===== config.mk =====
export PLATFORM = sky130hd
export DESIGN_NAME = alu_share_arbiter
export DESIGN_NICKNAME = d
export VERILOG_FILES = /design/src/rtl/alu_share_arbiter.sv
export SDC_FILE = /design/constraint.sdc
export NUM_CORES = 1
export LEC_CHECK = 0
export ABC_AREA = 1
export CAP_MARGIN = 40
export CORE_MARGIN = 1.5
export CORE_UTILIZATION = 25
export CTS_BUF_LIST = sky130_fd_sc_hd__clkbuf_8
export CTS_CLUSTER_SIZE = 40
export DETAILED_ROUTE_END_ITERATION = 10
export PLACE_DENSITY_LB_ADDON = 0.12
export SLEW_MARGIN = 20
export SYNTH_ARGS = -nofsm -noshare
export SYNTH_HDL_FRONTEND = slang
export SYNTH_SLANG_ARGS = --single-unit

===== constraint.sdc =====
create_clock -name CLK -period 1.3 [get_ports CLK]
set_input_delay 0.26 -clock CLK [delete_from_list [all_inputs] [get_ports CLK]]
set_output_delay 0.26 -clock CLK [all_outputs]
set_load 0.005 [all_outputs]

===== src/rtl/alu_share_arbiter.sv =====
// Round-robin arbiter sharing one 8-bit ALU between two requesters.
// Each op is held on the ALU bus for WAIT_CYCLES, then the result is returned with a 1-cycle pulse.
module alu_share_arbiter #(
  parameter int unsigned WAIT_CYCLES = 2
) (
  input  logic       CLK,
  input  logic       RESET,
  input  logic       req0_valid,
  output logic       req0_ready,
  input  logic [2:0] req0_select,
  input  logic [7:0] req0_data1,
  input  logic [7:0] req0_data2,
  output logic       resp0_valid,
  output logic [7:0] resp0_result,
  input  logic       req1_valid,
  output logic       req1_ready,
  input  logic [2:0] req1_select,
  input  logic [7:0] req1_data1,
  input  logic [7:0] req1_data2,
  output logic       resp1_valid,
  output logic [7:0] resp1_result,
  output logic [2:0] alu_select,
  output logic [7:0] alu_data1,
  output logic [7:0] alu_data2,
  input  logic [7:0] alu_result,
  output logic       busy
);

  localparam logic [3:0] CntLast = 4'(WAIT_CYCLES - 1);

  typedef enum logic [1:0] {
    StIdle = 2'd0,
    StWait = 2'd1,
    StResp = 2'd2
  } state_e;

  state_e     state_q, state_d;
  logic       last_grant_q, last_grant_d;
  logic       owner_q, owner_d;
  logic [3:0] cnt_q, cnt_d;
  logic [2:0] alu_select_q, alu_select_d;
  logic [7:0] alu_data1_q, alu_data1_d;
  logic [7:0] alu_data2_q, alu_data2_d;
  logic [7:0] resp0_result_q, resp0_result_d;
  logic [7:0] resp1_result_q, resp1_result_d;
  logic       hs0, hs1;

  // State register
  always_ff @(posedge CLK or posedge RESET) begin
    if (RESET) begin
      state_q <= StIdle;
    end else begin
      state_q <= state_d;
    end
  end

  // Datapath registers; last_grant resets to 1 so req0 wins the first contention
  always_ff @(posedge CLK or posedge RESET) begin
    if (RESET) begin
      last_grant_q   <= 1'b1;
      owner_q        <= 1'b0;
      cnt_q          <= 4'd0;
      alu_select_q   <= 3'd0;
      alu_data1_q    <= 8'd0;
      alu_data2_q    <= 8'd0;
      resp0_result_q <= 8'd0;
      resp1_result_q <= 8'd0;
    end else begin
      last_grant_q   <= last_grant_d;
      owner_q        <= owner_d;
      cnt_q          <= cnt_d;
      alu_select_q   <= alu_select_d;
      alu_data1_q    <= alu_data1_d;
      alu_data2_q    <= alu_data2_d;
      resp0_result_q <= resp0_result_d;
      resp1_result_q <= resp1_result_d;
    end
  end

  assign hs0 = req0_valid & req0_ready;
  assign hs1 = req1_valid & req1_ready;

  // Next-state and datapath updates
  always_comb begin
    state_d        = state_q;
    last_grant_d   = last_grant_q;
    owner_d        = owner_q;
    cnt_d          = cnt_q;
    alu_select_d   = alu_select_q;
    alu_data1_d    = alu_data1_q;
    alu_data2_d    = alu_data2_q;
    resp0_result_d = resp0_result_q;
    resp1_result_d = resp1_result_q;
    unique case (state_q)
      StIdle: begin
        if (hs0) begin
          alu_select_d = req0_select;
          alu_data1_d  = req0_data1;
          alu_data2_d  = req0_data2;
          owner_d      = 1'b0;
          last_grant_d = 1'b0;
          cnt_d        = 4'd0;
          state_d      = StWait;
        end else if (hs1) begin
          alu_select_d = req1_select;
          alu_data1_d  = req1_data1;
          alu_data2_d  = req1_data2;
          owner_d      = 1'b1;
          last_grant_d = 1'b1;
          cnt_d        = 4'd0;
          state_d      = StWait;
        end
      end
      StWait: begin
        cnt_d = cnt_q + 4'd1;
        if (cnt_q == CntLast) begin
          if (owner_q) begin
            resp1_result_d = alu_result;
          end else begin
            resp0_result_d = alu_result;
          end
          state_d = StResp;
        end
      end
      StResp: begin
        state_d = StIdle;
      end
      default: begin
        state_d = StIdle;
      end
    endcase
  end

  // Outputs; readys are mutually exclusive when both requesters are valid
  always_comb begin
    req0_ready  = 1'b0;
    req1_ready  = 1'b0;
    resp0_valid = 1'b0;
    resp1_valid = 1'b0;
    busy        = (state_q != StIdle);
    if (state_q == StIdle) begin
      req0_ready = ~req1_valid | last_grant_q;
      req1_ready = ~req0_valid | ~last_grant_q;
    end
    if (state_q == StResp) begin
      resp0_valid = ~owner_q;
      resp1_valid = owner_q;
    end
  end

  assign alu_select   = alu_select_q;
  assign alu_data1    = alu_data1_q;
  assign alu_data2    = alu_data2_q;
  assign resp0_result = resp0_result_q;
  assign resp1_result = resp1_result_q;

endmodule


==> results_dict.tcl, run 1 <==
set metrics [dict create \
    setup_violations 46 \
    ir_drop_mv 0.730 \
    wl_um 6620 \
    numCtsBuffers 5 \
    antenna_found_initial 0 \
    cts_hold_buf 0 \
    floorplan.initialDensity_pct 25.6 \
    cts.sinks 43 \
    crit_type "register to output port" \
    hpwl_um 4480 \
    grt_overflow 0 \
    yosysTopAreaCell "dfrtp_1" \
    n_fill_cell 911 \
    cp.required_ns 1.04 \
    wire_per_inst_um 12.9 \
    placement_rows 34 \
    period_share_pct 112 \
    p_total_w 0.00861 \
    synth_warnings 0 \
    firstDrtPassIters 4 \
    yosysSeqAreaShare_pct 48.5 \
    vias 2257 \
    startpoint_type "register" \
    io_pins 90 \
    antenna_left 0 \
    synthToLayoutAreaGrowth_pct 73.1 \
    grt_pass1_vias 2281 \
    die_area_um2 9460 \
    relSlewSlack_pct 85.8 \
    status "finished with violations" \
    cap_violations 0 \
    cts_root_buffer "clkbuf_8" \
    chipHeight_um 97.3 \
    nNetsFinal 456 \
    htreeDepth 2 \
    vias_per_cell 4.40 \
    drc_errors 0 \
    final_layout_size_suffix_gt1_share_pct 26.7 \
    synth_nets 336 \
    min_period_ns 1.46 \
    grt_pass1_wl_um 11000 \
    async_flop_share_pct 100 \
    final_util_pct 44.3 \
    ys.flop_type "dfrtp_1" \
    cts_tree "done" \
    grt_usage_pct 14.2 \
    violations "negative setup slack" \
    hp-class "primary input to asynchronous set/reset pin" \
    leakage_nw 2.00 \
    ys_ff_latch 43 \
    diodes 0 \
    first_iter_violations 76 \
    portBuffers 89 \
    syn-mean-instance-area_um2 7.82 \
    worstMarginPinSlew_ns 0.213 \
    slew_viol_final 0 \
    hold_violations 0 \
    critical_path_arrival_ns 1.20 \
    reg2reg_depth 9 \
    synth_common_cells "113 x nand2_1, 46 x inv_1, 42 x dfrtp_1" \
    critPathMaxFanout 3 \
    fmax_mhz 686 \
    synthCells 284 \
    clk_latency_ns 0.30 \
    core_um2 8680 \
    cts.path.max_buffers 2 \
    synth.most_common_cell "nand2_1" \
    skew_ns 0.00741 \
    powerDensity_nw_per_um2 2240 \
    grt_start_max_net_pins 24 \
    clk_pin_slew_ns 0.09 \
    fp.dieW_um 97.3 \
    synthTopCellsByArea "dfrtp_1 47%, nand2_1 19%, inv_1 7.8%" \
    synth_edf_count 0 \
    end_kind "output port" \
    synth_top_area_share_pct 47.3 \
    synth_area_um2 2220 \
    synth_cell_type_count 21 \
    setup_ws_ns -0.159 \
    routabilityCongestion 0.739 \
    rsz0062_at_grt "yes" \
]
worst max-delay path, cell delays in order, from the launching register on:
cell and delay, ns:
dfrtp_2 0.45, nor2_4 0.15, buf_6 0.13, nand2_2 0.04, inv_2 0.05, buf_6 0.08
state kept, by name, indices dropped and copies added (netlist names):
| signal | flops |
|---|---|
| alu_data1 | 8 |
| alu_data2 | 8 |
| resp0_result | 8 |
| resp1_result | 8 |
| cnt_q | 4 |
| alu_select | 3 |
| state_q | 2 |
| last_grant_q | 1 |
| owner_q | 1 |
power breakdown:
group / internal (W) / leakage, nW / switching (W) / total [W]
Sequential: 0.00202 / 0.527 / 0.000437 / 0.00246
Clock: 0.000767 / 0.0644 / 0.000490 / 0.00126
Combinational: 0.00255 / 1.41 / 0.00235 / 0.00490
worst paths after layout:
check | from | to | slack, ns
hold reg to reg | resp0_result[0]$_DFFE_PP0P_ | resp0_result[0]$_DFFE_PP0P_ | 0.49
setup reg to reg | state_q[0]$_DFFE_PP0P_ | alu_data2[3]$_DFFE_PP0P_ | -0.15
min in group CLK | resp0_result[0]$_DFFE_PP0P_ | resp0_result[0]$_DFFE_PP0P_ | 0.49
hold / removal | RESET | cnt_q[1]$_DFFE_PP0P_ | 0.29
max in group asynchronous | RESET | last_grant_q$_DFFE_PP1P_ | 0.78
setup / recovery | state_q[0]$_DFFE_PP0P_ | req1_ready | -0.16
per-layer routing:
metal	track usage [%]	share of wire, %	wire length, µm
met1	18.5	47	3090
met2	23.3	46	3070
met3	3.24	5.2	344
met4	4.73	1.6	107
met5	0	0	0
what timing repair did:
item | in CTS | in global routing
buffers inserted | 9 | 2
pin swaps | 2 | 10
setup endpoints to repair | 82 | 47
gates resized for setup | 73 | 48
cloned | 0 | 2
placed cells by master, fill, tap and decap left out, drive strengths merged, types with 3 or more instances in the layout:
cell type	n
a21oi	3
buf	40
clkbuf	6
clkdlybuf4s50	49
dfrtp	42
dlygate4sd2	34
inv	48
nand2	117
nand3	25
nand4	23
nor3	4
o21ai	3
cells by family after synthesis:
logic type	after synthesis	synth area share (%)
buffers and inverters	60	11.6
DFF	43	48.5
AOI/OAI and AO/OA	6	1.35
and+or+nand+nor	173	37.4
adders and majority gates	2	1.13
cell type report:
| type | instances | area [µm²] | area share [%] |
|---|---|---|---|
| flip-flops and latches | 43 | 1080 | 28.1 |
| repair buffers | 125 | 1270 | 33.1 |
| multi-input cells | 181 | 1030 | 26.9 |
| clock inverters | 3 | 67.6 | 1.76 |
| inverters | 48 | 188 | 4.88 |
| well taps | 108 | 135 | 3.51 |
| clock buffers | 5 | 68.8 | 1.79 |
metrics by stage:
| step | hold WS, ns | setup TNS [ns] | cell area, µm² | setup slack, ns | instances |
|---|---|---|---|---|---|
| 5_1_grt | 0.307 | -7.46 | 3840 | -0.225 | 513 |
| 3_5_place_dp | 0.464 | -7.09 | 3460 | -0.346 | 494 |
| 3_3_place_gp | 0.464 | -6.30 | 3460 | -0.344 | 494 |
| 2_1_floorplan | 0.370 | -0.0107 | 2230 | -0.0107 | 284 |
| 4_1_cts | 0.288 | -2.39 | 3670 | -0.150 | 510 |
| 6_report | 0.294 | -4.64 | 3840 | -0.159 | 513 |
(Power assumes the default switching activity.)
==> run 2, diff against run 1 <==
- CORE_MARGIN: 1.5 -> 2
- PLACE_DENSITY_LB_ADDON: 0.12 -> default
==> run 2 against run 1 <==
  * The run still ends with negative setup slack left
  * Critical path depth unchanged
  * Flip-flop and latch count stayed put
  * Total power decreased by 9.6%
  * Critical endpoint is now req0_ready
==> results_dict.tcl, run 2 (synthesis results as in run 1) <==
set metrics [dict create \
    period_share_pct 115 \
    violations "negative setup slack" \
    layout_common_cells "99 x nand2_1, 49 x clkdlybuf4s50_1, 44 x inv_1, 42 x dfrtp_1, 35 x dlygate4sd2_1" \
    synthToLayoutAreaGrowth_pct 64.6 \
    die_area_um2 9650 \
    cts_root_buffer "clkbuf_8" \
    core_um2 8680 \
    cts_tree "done" \
    grt_pass1_vias 2249 \
    cap_violations 0 \
    worstMarginPinSlew_ns 0.244 \
    vias 2253 \
    wire_per_inst_um 12.6 \
    cts_hold_buf 0 \
    skew_ns 0.00517 \
    portBuffers 89 \
    slew_viol_final 0 \
    startpoint_type "register" \
    leakage_nw 1.96 \
    setup_ws_ns -0.197 \
    ir_drop_mv 0.642 \
    grt_start_max_net_pins 44 \
    grt_usage_pct 13.9 \
    finalSetupTns_ns -4.33 \
    setup_violations 47 \
    final_cell_area_um2 3650 \
    diodes 0 \
    fp.dieW_um 98.3 \
    clk_pin_slew_ns 0.08 \
    n_fill_cell 927 \
    status "finished with violations" \
    cts.sinks 43 \
    min_period_ns 1.50 \
    end_kind "output port" \
    final_layout_size_suffix_gt1_share_pct 21.3 \
    clk_latency_ns 0.29 \
    htreeDepth 2 \
    relSlewSlack_pct 83.7 \
    first_iter_violations 64 \
    chipHeight_um 98.3 \
    cts.path.max_buffers 2 \
    numCtsBuffers 5 \
    rsz0062_at_grt "yes" \
    hp-class "primary input to asynchronous set/reset pin" \
    grt_pass1_wl_um 10900 \
    multi_input_area_um2 966 \
    antenna_found_initial 0 \
    placement_rows 34 \
    hpwl_um 4670 \
    firstDrtPassIters 4 \
    floorplan.initialDensity_pct 25.6 \
    layout.cells.most_common "nand2_1" \
    grt_overflow 0 \
    fmax_mhz 668 \
    wl_um 6520 \
    crit_type "register to output port" \
    whs_ns 0.316 \
    nNetsFinal 459 \
    io_pins 90 \
    cp.required_ns 1.04 \
    drc_errors 0 \
    place_area_um2 3440 \
    powerDensity_nw_per_um2 2130 \
    hold_violations 0 \
    regArea_um2 1080 \
    vias_per_cell 4.37 \
    critPathMaxFanout 2 \
    critical_path_arrival_ns 1.24 \
    routabilityCongestion 0.805 \
    antenna_left 0 \
]
## run 2: power breakdown
group | total (W) | switching, W | internal [W]
Combinational | 0.00442 | 0.00218 | 0.00224
Clock | 0.000927 | 0.000450 | 0.000478
Sequential | 0.00243 | 0.000416 | 0.00202
## run 2: final timing paths
check / startpoint / to / slack [ns] / cells past startpoint
max in group asynchronous: RESET / last_grant_q$_DFFE_PP1P_ / 0.71 / 3
min in group CLK: alu_data1[1]$_DFFE_PP0P_ / alu_data1[1]$_DFFE_PP0P_ / 0.48 / 2
min reg2reg: alu_data1[1]$_DFFE_PP0P_ / alu_data1[1]$_DFFE_PP0P_ / 0.48 / 2
max reg2reg: state_q[1]$_DFFE_PP0P_ / alu_data2[0]$_DFFE_PP0P_ / -0.15 / 9
max: state_q[1]$_DFFE_PP0P_ / req0_ready / -0.20 / 5
min: RESET / resp0_result[4]$_DFFE_PP0P_ / 0.32 / 3
## run 2: critical path, cell delays in order (launching register included)
cell	delay, ns
dfrtp_1	0.41
nor2_4	0.15
buf_6	0.13
inv_4	0.04
a21oi_2	0.09
buf_2	0.12
## run 2: what timing repair did
item                                    CTS  global route
setup buffers                             6             2
endpoints found under the setup margin   82            47
pin swaps                                 3             4
resized for setup                        72            17
cloned                                    0             0
## run 2: layer usage
metal  vias to the layer above  share of wire, %  track usage (%)
li1                       1132                 -                -
met1                      1061                44             18.2
met2                        56                50             23.1
met3                         4               5.3             3.29
met4                         0              0.78             3.48
met5                         -                 0                0
## run 2: layout make-up
class	count	share of cell area, %
repair buffers	128	32.6
flip-flops and latches	43	29.5
multi-input cells	181	26.4
inverters	48	5.07
well taps	108	3.70
clock buffers	7	2.64
clock inverters	1	0.103
## run 2: metrics by stage
stage	worst slack (ns)	total power, W	util (%)	cells
after floorplan	-0.0107	0.00438	-	284
after global placement	-0.314	0.00668	39.7	500
after detailed placement	-0.348	0.00676	39.7	500
after CTS	-0.204	0.00767	41.4	514
after global routing	-0.264	0.00843	42.1	516
final	-0.197	0.00778	42.1	516
==> run 3, diff against run 2 <==
- CTS_CLUSTER_DIAMETER: default -> 60
- CTS_CLUSTER_SIZE: 40 -> default
==> results of run 3 <==
Same layout as run 2: the final DEF is identical, and so are final timing and power.
